===== src/rtl/sid_bus_target.sv =====
// SID chip-bus responder: synchronises the phi2-framed bus, holds the 25 write-only
// registers, and serves POTX/POTY, voice-3 OSC3 and a simplified ENV3 on reads.
module sid_bus_target #(
  parameter logic [7:0] POT_X = 8'h00,
  parameter logic [7:0] POT_Y = 8'h00
) (
  input  logic       clk32,
  input  logic       rst,
  input  logic       sid_clk,
  input  logic       sid_cs,
  input  logic       sid_wr,
  input  logic [4:0] sid_a,
  input  logic [7:0] sid_d_in,
  output logic [7:0] sid_d_out,
  output logic       sid_d_oe,
  input  logic [4:0] dbg_a,
  output logic [7:0] dbg_q
);

  localparam int NUM_REGS = 25;
  localparam logic [4:0] LAST_REG = 5'h18;

  // two-flop synchronisers, index [1] is the *_s view
  logic [1:0]      clk_sy, cs_sy, wr_sy;
  logic [1:0][4:0] a_sy;
  logic [1:0][7:0] d_sy;
  logic            clk_d;

  logic            sid_clk_s, sid_cs_s, sid_wr_s;
  logic [4:0]      sid_a_s;
  logic [7:0]      sid_d_s;
  logic            phi_rise, phi_fall;

  logic            acc_v, acc_wr;
  logic [4:0]      acc_a;
  logic [7:0]      acc_d;

  logic [7:0]      regs [NUM_REGS];
  logic [7:0]      bus_latch;

  logic [23:0]     acc;
  logic [23:0]     acc_nxt;
  logic [22:0]     lfsr;

  logic [15:0]     freq;
  logic [11:0]     pw;
  logic [3:0]      wave;
  logic            test, gate;
  logic [7:0]      w_tri, w_saw, w_pulse, w_noise;
  logic [7:0]      osc3, env3, rd_mux;

  assign sid_clk_s = clk_sy[1];
  assign sid_cs_s  = cs_sy[1];
  assign sid_wr_s  = wr_sy[1];
  assign sid_a_s   = a_sy[1];
  assign sid_d_s   = d_sy[1];
  assign phi_rise  = sid_clk_s & ~clk_d;
  assign phi_fall  = ~sid_clk_s & clk_d;

  assign freq = {regs[5'h0F], regs[5'h0E]};
  assign pw   = {regs[5'h11][3:0], regs[5'h10]};
  assign wave = regs[5'h12][7:4];
  assign test = regs[5'h12][3];
  assign gate = regs[5'h12][0];

  assign acc_nxt = acc + {8'h00, freq};

  assign w_tri   = acc[23] ? ~acc[22:15] : acc[22:15];
  assign w_saw   = acc[23:16];
  assign w_pulse = (acc[23:12] >= pw) ? 8'hFF : 8'h00;
  assign w_noise = {lfsr[20], lfsr[18], lfsr[14], lfsr[11], lfsr[9], lfsr[5], lfsr[2], lfsr[0]};

  // combined waveforms AND together; nothing selected reads as silence
  always_comb begin
    osc3 = 8'hFF;
    if (wave[0]) osc3 = osc3 & w_tri;
    if (wave[1]) osc3 = osc3 & w_saw;
    if (wave[2]) osc3 = osc3 & w_pulse;
    if (wave[3]) osc3 = osc3 & w_noise;
    if (wave == 4'h0) osc3 = 8'h00;
  end

  assign env3 = gate ? {regs[5'h14][7:4], regs[5'h14][7:4]} : 8'h00;

  always_comb begin
    case (sid_a_s)
      5'h19:   rd_mux = POT_X;
      5'h1A:   rd_mux = POT_Y;
      5'h1B:   rd_mux = osc3;
      5'h1C:   rd_mux = env3;
      default: rd_mux = bus_latch;
    endcase
  end

  assign dbg_q = (dbg_a <= LAST_REG) ? regs[dbg_a] : 8'h00;

  always_ff @(posedge clk32) begin
    if (rst) begin
      clk_sy <= '0;
      cs_sy  <= '0;
      wr_sy  <= '0;
      a_sy   <= '0;
      d_sy   <= '0;
      clk_d  <= 1'b0;
    end else begin
      clk_sy <= {clk_sy[0], sid_clk};
      cs_sy  <= {cs_sy[0], sid_cs};
      wr_sy  <= {wr_sy[0], sid_wr};
      a_sy   <= {a_sy[0], sid_a};
      d_sy   <= {d_sy[0], sid_d_in};
      clk_d  <= sid_clk_s;
    end
  end

  // capture runs through phi2-high; the falling edge commits whatever was seen last
  always_ff @(posedge clk32) begin
    if (rst) begin
      acc_v     <= 1'b0;
      acc_wr    <= 1'b0;
      acc_a     <= '0;
      acc_d     <= '0;
      bus_latch <= '0;
      for (int i = 0; i < NUM_REGS; i++) regs[i] <= '0;
    end else if (phi_fall) begin
      acc_v <= 1'b0;
      if (acc_v && acc_wr) begin
        if (acc_a <= LAST_REG) regs[acc_a] <= acc_d;
        bus_latch <= acc_d;
      end
    end else if (sid_clk_s && !sid_cs_s) begin
      acc_v  <= 1'b1;
      acc_wr <= !sid_wr_s;
      acc_a  <= sid_a_s;
      acc_d  <= sid_d_s;
    end
  end

  // voice-3 oscillator advances once per phi2 cycle
  always_ff @(posedge clk32) begin
    if (rst) begin
      acc  <= '0;
      lfsr <= '1;
    end else if (phi_rise) begin
      if (test) begin
        acc  <= '0;
        lfsr <= '1;
      end else begin
        acc <= acc_nxt;
        if (!acc[19] && acc_nxt[19]) lfsr <= {lfsr[21:0], lfsr[22] ^ lfsr[17]};
      end
    end
  end

  always_ff @(posedge clk32) begin
    if (rst) begin
      sid_d_oe  <= 1'b0;
      sid_d_out <= '0;
    end else begin
      sid_d_oe  <= !sid_cs_s && sid_wr_s;
      sid_d_out <= rd_mux;
    end
  end

endmodule


===== config.mk =====
export PLATFORM = sky130hd
export DESIGN_NAME = sid_bus_target
export DESIGN_NICKNAME = d
export VERILOG_FILES = /design/src/rtl/sid_bus_target.sv
export SDC_FILE = /design/constraint.sdc
export NUM_CORES = 1
export LEC_CHECK = 0
export CAP_MARGIN = 5
export CORE_MARGIN = 3
export CORE_UTILIZATION = 62
export CTS_CLUSTER_SIZE = 40
export DETAILED_ROUTE_END_ITERATION = 12
export PLACE_DENSITY = 0.77
export SETUP_SLACK_MARGIN = 0.02
export SLEW_MARGIN = 20
export SYNTH_ARGS = -nofsm -noshare
export SYNTH_HDL_FRONTEND = slang
export SYNTH_SLANG_ARGS = --single-unit

===== constraint.sdc =====
create_clock -name clk32 -period 7.1 [get_ports clk32]
set_input_delay 1.065 -clock clk32 [delete_from_list [all_inputs] [get_ports clk32]]
set_output_delay 1.065 -clock clk32 [all_outputs]
set_load 0.02 [all_outputs]

==> metrics.md, run 1 <==
| Metric | Value |
|---|---|
| Post-CTS Resized | `0` |
| Achievable frequency | `192 MHz` |
| Initial Util | `63.4%` |
| Layout filler cell count | `1,591` |
| CTS tree | `yes` |
| Routed WL | `33.2 mm` |
| Setup Skew | `16.2 ps` |
| # H-tree levels | `1` |
| YS warnings | `0` |
| Critical path class | `in2out` |
| Post-Syn Area | `14,400 um2` |
| Period minus WS final | `5210 ps` |
| VDD IR-drop max | `0.000181 V` |
| WP data arrival | `4150 ps` |
| Num CTS Buffers | `31` |
| Final hold violations | `0` |
| Switching share of power | `21.7%` |
| Distinct cell type count after synthesis | `59` |
| Vias in the first global route | `8,956` |
| Yosys reg bits | `312` |
| WL/cell | `22.3 um` |
| CTS root buffer | `clkbuf_16` |
| Pwr dens | `239 nW/um2` |
| Die area | `25,100 um2` |
| Final ANT Viol Nets | `0` |
| Top-count cell post-synth | `and2_1` |
| Combinational share of power | `5.6%` |
| Clock insertion delay at the later pin of the skew report | `560 ps` |
| Slew headroom | `25.1%` |
| Dpl cell area | `14,900 um2` |
| Clk buf depth | `3` |
| Final TNS setup | `0 ps` |
| Status | `finished clean` |
| Yosys top cell area share | `41.7%` |
| Final Max Tran Viols | `0` |
| Core ar. | `22,700 um2` |
| Worst slew pin tran | `1110 ps` |
| DP HPWL | `22.5 mm` |
| Setup-failing EPs final | `0` |
| Port Buf Inserts | `39` |
| Post-synthesis async set-or-reset flop share | `0%` |
| Final #Nets | `1,232` |
| Synthesized area per cell | `12.3 um2` |
| Postcts setup bufs | `0` |
| P_sw | `824 uW` |
| Cell taking the most area after synthesis | `edfxtp_1` |
| Layout cells sized above 1 | `10.9%` |
| Finished Cell Area | `15,900 um2` |
| Worst Hold Class | `reg2reg` |
| IO Pins | `40` |
| Initial DRC Count | `1,128` |
| Initial antenna violation count | `1` |
| RSZ-0062 raised after global routing | `no` |
| Clock network power share | `41.2%` |
| Gr usage total | `26.9%` |
| Fin crit share | `73.4%` |
| Internal | `2.97 mW` |
| Pleak | `5.79 nW` |
| Hold-fix buffers, CTS | `0` |
| Largest net degree at the start of global routing | `73` |
| DR vias | `9,339` |
| First-pass GRT wire length | `51.6 mm` |
| GPL Wtd Cong | `0.926` |
| Worst-path clk slew | `60 ps` |
| Post-synth EDFFs | `200` |
| Reg power frac | `53.2%` |
| Mapped Nets | `1,220` |
| Die Y | `158 um` |
| Dominant cells by area after synthesis | `edfxtp_1 (42%), dfxtp_1 (16%), and2_1 (8.8%), mux4_2 (8.8%), ha_1 (2.5%)` |
| Crit end category | `primary output` |
| Ys flop type | `edfxtp_1` |
| Total gr overflow | `0` |
| Avg Vias per Cell | `6.28` |
| CP max FO | `28` |
| Row Count | `55` |
| Drt first pass iters | `5` |
| Die Width | `158 um` |
| Setup crit start kind | `input port` |
| Critical path required time | `6030 ps` |
| Cells after Synth | `1,167` |
| DRC viols | `0` |
| Post-synth top cells | `and2_1 (203), edfxtp_1 (200), dfxtp_1 (112), nand2_1 (81), clkbuf_1 (57)` |
| CTS sink cnt | `312` |
| Post-synthesis sequential area ratio | `57.3%` |
| Max-Cap Viols | `0` |
| Layout area overhead | `10.4%` |
-- worst max-delay path: stages --
cell	delay, ps
buf_2	670
buf_4	530
mux4_2	570
mux4_2	480
mux2_2	290
clkdlybuf4s50_1	540
-- cells by family after synthesis --
family          after synthesis  share of synthesized area (%)
simple gates                426                           16.5
flops                       312                           57.3
compound gates              199                           9.38
buf+inv                     106                           2.87
mux                          76                           10.2
fa+ha+maj                    30                           2.66
xor+xnor                     18                           1.10
-- per-stage QoR --
stage	std cells	setup WS, ps	hold slack, ps	util (%)	power, mW
after global routing	1488	1710	439	70.0	3.90
after detailed placement	1431	1880	420	65.7	2.27
final	1488	1890	427	70.0	3.79
after CTS	1487	1820	434	70.0	3.80
after floorplan	1167	3350	405	-	2.18
after global placement	1431	1970	417	65.7	2.26
-- power by group through the flow --
stage | registers, mW | clock network [mW] | logic [mW]
2_1_floorplan | 2.03 | 0 | 0.155
3_3_place_gp | 2.05 | 0 | 0.205
3_5_place_dp | 2.06 | 0 | 0.211
6_report | 2.02 | 1.56 | 0.213
4_1_cts | 2.02 | 1.58 | 0.213
5_1_grt | 2.02 | 1.65 | 0.229
-- cell usage in the layout (no fill, tap or decap), types with 37 or more instances in the layout --
cell,n
nand2_1,81
nor2b_1,39
mux4_2,56
and2_1,204
o21ai_0,37
dfxtp_1,110
nor2_1,42
a21oi_1,50
edfxtp_1,200
-- routing by layer --
metal | wire length [um] | GRT usage (%)
met5 | 0 | 0
met2 | 15900 | 43.2
met1 | 13300 | 36.5
met3 | 2300 | 4.21
met4 | 1620 | 12.4
-- worst paths after layout --
kind	slack [ps]	start	end	cells after the start
min reg2reg	430	sid_d_s[2]	acc_d[2]	2
min	430	sid_d_s[2]	acc_d[2]	2
max reg2reg	3290	regs[15][2]	lfsr[13]	10
max	1890	dbg_a[0]	dbg_q[3]	6
-- flip-flops by register name (all words and copies together), names as in the netlist --
signal and cells:
a_sy 5, cs_sy 2, clk_d 1, acc 24
clk_sy 2, d_sy 8, regs 200, lfsr 23
wr_sy 2, acc_d 8, sid_d_s 8, bus_latch 8
sid_a_s 5, sid_d_out 8, acc_wr 1, acc_v 1
acc_a 5, sid_d_oe 1
-- area by class of cell --
type                    instances  area (um2)  area share, %
diodes                          1        2.50         0.0157
clock buffers                  44         877           5.52
clock inverters                12        88.8          0.559
inverters                      36         135          0.850
multi-input cells             749        5730           36.0
flip-flops and latches        312        8250           51.9
well taps                     285         357           2.24
repair buffers                 49         453           2.85
Note: power is estimated with default switching activity, not from simulation.
==> inputs of run 2 (changes only) <==
--- a/config.mk
+++ b/config.mk
@@ -7,10 +7,10 @@
 export LEC_CHECK = 0
 export CAP_MARGIN = 5
 export CORE_MARGIN = 3
-export CORE_UTILIZATION = 62
+export CORE_UTILIZATION = 55
 export CTS_CLUSTER_SIZE = 40
 export DETAILED_ROUTE_END_ITERATION = 12
-export PLACE_DENSITY = 0.77
+export PLACE_DENSITY = 0.72
 export SETUP_SLACK_MARGIN = 0.02
 export SLEW_MARGIN = 20
 export SYNTH_ARGS = -nofsm -noshare
==> constraint.sdc (replaced) <==
create_clock -name clk32 -period 4.69 [get_ports clk32]
set_input_delay 0.7035 -clock clk32 [delete_from_list [all_inputs] [get_ports clk32]]
set_output_delay 0.7035 -clock clk32 [all_outputs]
set_load 0.02 [all_outputs]
==> run 2 against run 1 <==
Effect of this change:
- setup slack lost 1200 ps
- sequential power grew 51%
- cell count grew 5.0%
- first-iteration DRC count shrank 5.5%
- routed wire length shrank 1.2%
- via count shrank 0.62%
- worst hold slack gained 0.90 ps
- critical path type unchanged
==> metrics.md, run 2 (same netlist as run 1, synthesis figures left out) <==
| Metric | Value |
|---|---|
| DRC viols | `0 (unchanged)` |
| Slew headroom | `27.3% (was 25.1%)` |
| Final ANT Viol Nets | `0 (unchanged)` |
| Die Y | `168 um (was 158 um)` |
| Clk buf depth | `3 (unchanged)` |
| Status | `finished clean (unchanged)` |
| Worst-path clk slew | `60 ps (about the same)` |
| Pwr dens | `357 nW/um2 (was 239 nW/um2)` |
| Combinational share of power | `5.9% (was 5.6%)` |
| Clock insertion delay at the later pin of the skew report | `570 ps (was 560 ps)` |
| Die area | `28,100 um2 (was 25,100 um2)` |
| Final hold violations | `0 (unchanged)` |
| Layout area overhead | `12.6% (was 10.4%)` |
| First-pass GRT wire length | `51.3 mm (was 51.6 mm)` |
| Postcts setup bufs | `0 (unchanged)` |
| Pre-CTS setup slack | `651 ps (was 1880 ps)` |
| WP data arrival | `3300 ps (was 4150 ps)` |
| Post-CTS Resized | `0 (unchanged)` |
| Final Max Tran Viols | `0 (unchanged)` |
| WL/cell | `21.0 um (was 22.3 um)` |
| Most frequent cells in the layout | `and2_1 (203), edfxtp_1 (200), dfxtp_1 (111) (was and2_1 (204), edfxtp_1 (200), dfxtp_1 (110))` |
| Achievable frequency | `250 MHz` |
| # H-tree levels | `1 (unchanged)` |
| Critical path class | `in2out (unchanged)` |
| Max-Cap Viols | `0 (unchanged)` |
| Initial DRC Count | `1,066 (was 1,128)` |
| CP max FO | `18 (was 28)` |
| Reg power frac | `52.7% (was 53.2%)` |
| Final TNS setup | `0 ps (unchanged)` |
| Critical path required time | `3990 ps (was 6030 ps)` |
| Avg Vias per Cell | `5.94 (was 6.28)` |
| P_sw | `1.26 mW (was 824 uW)` |
| Internal | `4.52 mW (was 2.97 mW)` |
| CTS root buffer | `clkbuf_16 (unchanged)` |
| Routed WL | `32.8 mm (was 33.2 mm)` |
| VDD IR-drop max | `0.000333 V (was 0.000181 V)` |
| Num CTS Buffers | `31 (unchanged)` |
| Top flop regs | `regs: 200 flops, acc: 24 flops, lfsr: 23 flops (unchanged)` |
| WHS | `428 ps (was 427 ps)` |
| Worst slew pin tran | `1090 ps (was 1110 ps)` |
| Setup-failing EPs final | `0 (unchanged)` |
| Final #Nets | `1,260 (was 1,232)` |
| Pleak | `5.96 nW (was 5.79 nW)` |
| Max FFs per register | `200 (unchanged)` |
| DP HPWL | `22.8 mm (was 22.5 mm)` |
| Port Buf Inserts | `39 (unchanged)` |
| Drt first pass iters | `5 (unchanged)` |
| R2R setup slack | `1100 ps (was 3290 ps)` |
| Die Width | `168 um (was 158 um)` |
| Row Count | `58 (was 55)` |
| Layout cells sized above 1 | `13.1% (was 10.9%)` |
| Fin crit share | `85.3%` |
| Initial antenna violation count | `1 (unchanged)` |
| Clock network power share | `41.4% (was 41.2%)` |
| Total power | `5.78 mW (was 3.79 mW)` |
| Hold-fix buffers, CTS | `0 (unchanged)` |
| Worst Hold Class | `reg2reg (unchanged)` |
| DR vias | `9,281 (was 9,339)` |
| Reg with most FFs | `regs (unchanged)` |
| Core ar. | `25,500 um2 (was 22,700 um2)` |
| Initial Util | `56.5% (was 63.4%)` |
| CTS tree | `yes (unchanged)` |
| Setup Skew | `20.9 ps (was 16.2 ps)` |
| IO Pins | `40 (unchanged)` |
| Most common cell after layout, fill and taps aside | `and2_1 (unchanged)` |
| GPL Wtd Cong | `0.894 (was 0.926)` |
| Setup WS post-layout | `689 ps (was 1890 ps)` |
| Crit end category | `primary output (unchanged)` |
| Setup crit start kind | `input port (unchanged)` |
| Largest net degree at the start of global routing | `73 (unchanged)` |
| Total gr overflow | `0 (unchanged)` |
| RSZ-0062 raised after global routing | `no (unchanged)` |
| Period minus WS final | `4000 ps` |
| CTS sink cnt | `312 (unchanged)` |
| Switching share of power | `21.9% (was 21.7%)` |
| Gr usage total | `23.3% (was 26.9%)` |
| Vias in the first global route | `8,898 (was 8,956)` |
[run 2: cell types whose count changed in the layout (fill, tap and decap cells not counted), sizes merged]
cell      delta
clkbuf       -4
buf         +28
clkinvlp     +1
clkinv       +1
inv          +4
[run 2: worst max-delay path, stage by stage]
cell and delay, ps:
buf_2 490, buf_12 250, buf_12 190, mux4_2 510
mux2i_1 170, o21ai_0 140, mux2_2 290, clkdlybuf4s50_1 540
[run 2: power groups by stage]
stage                     Sequential [mW]  Clock [mW]  Combinational (mW)
final                                3.05        2.40               0.338
after global routing                 3.05        2.54               0.366
after CTS                            3.05        2.43               0.341
after detailed placement             3.11           0               0.340
after global placement               3.11           0               0.331
after floorplan                      3.07           0               0.235
[run 2: worst paths after layout]
path,startpoint,end,cells after the start
setup / recovery,dbg_a[0],dbg_q[2],8
hold reg to reg,wr_sy[1],acc_wr,1
setup reg to reg,regs[15][0],lfsr[8],11
hold / removal,wr_sy[1],acc_wr,1
[run 2: final cells by class]
| type | count | area [um2] |
|---|---|---|
| flip-flops and latches | 312 | 8250 |
| clock inverters | 18 | 133 |
| multi-input cells | 749 | 5730 |
| diodes | 1 | 2.50 |
| clock buffers | 40 | 862 |
| well taps | 330 | 413 |
| repair buffers | 77 | 686 |
| inverters | 36 | 135 |
| fillers | 1935 | 9260 |
[run 2: per-layer routing]
layer | share of wire [%] | up-vias | GRT usage (%) | wire length [um]
li1 | - | 4359 | - | -
met1 | 43 | 4554 | 33.0 | 14200
met2 | 48 | 315 | 38.4 | 15800
met3 | 5.8 | 53 | 2.71 | 1910
met4 | 2.7 | 0 | 6.55 | 891
met5 | 0 | - | 0 | 0
[run 2: stage by stage]
step	std cells	utilization, %	cell area (um2)
floorplan	1167	-	14400
global placement	1504	59.7	15200
detailed placement	1504	59.7	15200
CTS	1562	63.6	16200
global route	1563	63.6	16200
finish	1563	63.6	16200
==> inputs of run 3 (changes only) <==
--- a/config.mk
+++ b/config.mk
@@ -7,10 +7,10 @@
 export LEC_CHECK = 0
 export CAP_MARGIN = 5
 export CORE_MARGIN = 3
-export CORE_UTILIZATION = 55
+export CORE_UTILIZATION = 61
 export CTS_CLUSTER_SIZE = 40
 export DETAILED_ROUTE_END_ITERATION = 12
-export PLACE_DENSITY = 0.72
+export PLACE_DENSITY = 0.76
 export SETUP_SLACK_MARGIN = 0.02
 export SLEW_MARGIN = 20
 export SYNTH_ARGS = -nofsm -noshare
==> constraint.sdc (replaced) <==
create_clock -name clk32 -period 4.1 [get_ports clk32]
set_input_delay 0.615 -clock clk32 [delete_from_list [all_inputs] [get_ports clk32]]
set_output_delay 0.615 -clock clk32 [all_outputs]
set_load 0.02 [all_outputs]
==> run 3 against run 2 <==
Effect of this change:
- design area down 0.38%
- cell count decreased by 1.2%
- clock power is 10% higher
- first-iteration DRC count is 5.7% lower
- register-to-register slack worse by 550 ps
- utilization increased by 6.8 points
- largest cell class unchanged
- clock skew decreased by 9.5 ps
- via count is 1.4% higher
- die area fell by 9.5%
- highest routed layer unchanged
- global-route usage grew 2.9 points
- critical path type unchanged
- setup slack lost 310 ps
==> metrics.md, run 3 (same netlist as run 1, synthesis figures left out) <==
| Metric | Value |
|---|---|
| DR vias | `9,408 (was 9,281)` |
| Initial Util | `62.8% (was 56.5%)` |
| Period minus WS final | `3720 ps` |
| Routed WL | `32.8 mm (about the same)` |
| Crit path largest cell delay | `540 ps (about the same)` |
| Row Count | `55 (was 58)` |
| Worst Hold Class | `reg2reg (unchanged)` |
| VDD IR-drop max | `0.000362 V (was 0.000333 V)` |
| Gr usage total | `26.2% (was 23.3%)` |
| Setup WS post-layout | `381 ps (was 689 ps)` |
| Core ar. | `22,900 um2 (was 25,500 um2)` |
| Worst r2r src | `regs[15][2] (was regs[15][0])` |
| Drt first pass iters | `6 (was 5)` |
| Achievable frequency | `269 MHz` |
| Most common cell after layout, fill and taps aside | `and2_1 (unchanged)` |
| WL/cell | `21.3 um (was 21.0 um)` |
| RSZ-0062 raised after global routing | `no (unchanged)` |
| Most frequent cells in the layout | `and2_1 (203), edfxtp_1 (200), dfxtp_1 (111) (unchanged)` |
| Critical path class | `in2out (unchanged)` |
| Critical Path Most Common Cell | `mux4_2 (was buf_12)` |
| Clock insertion delay at the later pin of the skew report | `570 ps (about the same)` |
| Vias in the first global route | `9,066 (was 8,898)` |
| WHS | `425 ps (was 428 ps)` |
| Placed Cells | `1,486 (was 1,504)` |
| Slew headroom | `25.6% (was 27.3%)` |
| Status | `finished clean (unchanged)` |
| CP max FO | `13 (was 18)` |
| Initial antenna violation count | `0 (was 1)` |
| Layout cells sized above 1 | `12.8% (was 13.1%)` |
| CP startpoint | `dbg_a[0] (unchanged)` |
| Die area | `25,500 um2 (was 28,100 um2)` |
| Setup-failing EPs final | `0 (unchanged)` |
| Setup crit start kind | `input port (unchanged)` |
| GPL Wtd Cong | `0.890 (was 0.894)` |
| Post-CTS Resized | `0 (unchanged)` |
| Final Max Tran Viols | `0 (unchanged)` |
| DP HPWL | `22.6 mm (was 22.8 mm)` |
| Die Width | `160 um (was 168 um)` |
| Hold-fix buffers, CTS | `0 (unchanged)` |
| Setup Skew | `11.5 ps (was 20.9 ps)` |
| Worst slew pin tran | `1120 ps (was 1090 ps)` |
| Port Buf Inserts | `39 (unchanged)` |
| Pwr dens | `404 nW/um2 (was 357 nW/um2)` |
| Total power | `6.52 mW (was 5.78 mW)` |
| Critical path required time | `3480 ps (was 3990 ps)` |
| Clk buf depth | `3 (unchanged)` |
| First-pass GRT wire length | `52.2 mm (was 51.3 mm)` |
| # H-tree levels | `1 (unchanged)` |
| Crit end category | `primary output (unchanged)` |
| CTS sink cnt | `312 (unchanged)` |
| Fin crit share | `90.7%` |
| Reg with most FFs | `regs (unchanged)` |
| Top flop regs | `regs: 200 flops, acc: 24 flops, lfsr: 23 flops (unchanged)` |
| Worst-path clk slew | `60 ps (about the same)` |
| Final #Nets | `1,259 (was 1,260)` |
| Postcts setup bufs | `0 (unchanged)` |
| IO Pins | `40 (unchanged)` |
| Slowest CP cell | `mux4_2 (was clkdlybuf4s50_1)` |
| Layout filler cell count | `1,579 (was 1,935)` |
| Initial DRC Count | `1,005 (was 1,066)` |
| Worst path cell trace | `buf_2, buf_12, mux4_2, mux4_2, mux2_2, clkdlybuf4s50_1 (was buf_2, buf_12, buf_12, mux4_2, mux2i_1, o21ai_0, mux2_2, clkdlybuf4s50_1)` |
| CTS tree | `yes (unchanged)` |
| CTS root buffer | `clkbuf_16 (unchanged)` |
| # diodes | `0 (was 1)` |
| Max-Cap Viols | `0 (unchanged)` |
| DRC viols | `0 (unchanged)` |
| Pleak | `5.92 nW (was 5.96 nW)` |
| Fin cells | `1,544 (was 1,563)` |
| Max FFs per register | `200 (unchanged)` |
| Num CTS Buffers | `31 (unchanged)` |
| Final ANT Viol Nets | `0 (unchanged)` |
| Avg Vias per Cell | `6.09 (was 5.94)` |
| Total gr overflow | `0 (unchanged)` |
| Worst Hold Launch | `wr_sy[1] (unchanged)` |
| Pre-CTS setup slack | `401 ps (was 651 ps)` |
| Final hold violations | `0 (unchanged)` |
| Die Y | `160 um (was 168 um)` |
| Largest net degree at the start of global routing | `73 (unchanged)` |
| WP data arrival | `3100 ps (was 3300 ps)` |
| Final TNS setup | `0 ps (unchanged)` |
| Layout area overhead | `12.2% (was 12.6%)` |
run 3: cell count changes in the layout (fill, tap and decap cells not counted), moves of 2 or more:
cell and change:
buf_4 -2, clkbuf_1 -2, clkbuf_8 +2, clkinv_1 +7
inv_1 -3
run 3: layer usage:
metal  vias to the layer above  global-route usage (%)  share of wire, %
met5                         -                       0                 0
met2                       427                    41.2                47
met4                         0                    9.03               3.3
li1                       4345                       -                 -
met1                      4564                    37.0                41
met3                        72                    5.15               8.4
run 3: final cells by class:
cell class                      count  area [um2]  share of cell area, %
Clock buffer                       39         857                   5.31
Clock inverter                     19        95.1                  0.589
Inverter                           36         135                  0.837
Multi-Input combinational cell    749        5730                   35.5
Sequential cell                   312        8250                   51.1
Tap cell                          313         392                   2.43
Timing Repair Buffer               76         691                   4.28
run 3: critical path, delay by kind of cell:
| kind | cells | cell delay, ps |
|---|---|---|
| buffers and inverters | 3 | 1130 |
| muxes | 3 | 1340 |
run 3: metrics by stage:
step | utilization (%) | area, um2
floorplan | - | 14400
global placement | 66.3 | 15200
detailed placement | 66.3 | 15200
CTS | 70.5 | 16100
global route | 70.5 | 16100
finish | 70.5 | 16100
run 3: final timing paths:
| check | end | depth (start not counted) | slack, ps |
|---|---|---|---|
| hold / removal | acc_wr | 1 | 420 |
| hold reg to reg | acc_wr | 1 | 420 |
| setup reg to reg | lfsr[10] | 11 | 550 |
| setup / recovery | dbg_q[5] | 6 | 380 |
run 3: where the power goes:
group          internal [mW]  switching [mW]  leakage [nW]
Sequential              3.43          0.0637          2.98
Clock                   1.47            1.17         0.463
Combinational          0.190           0.199          2.48
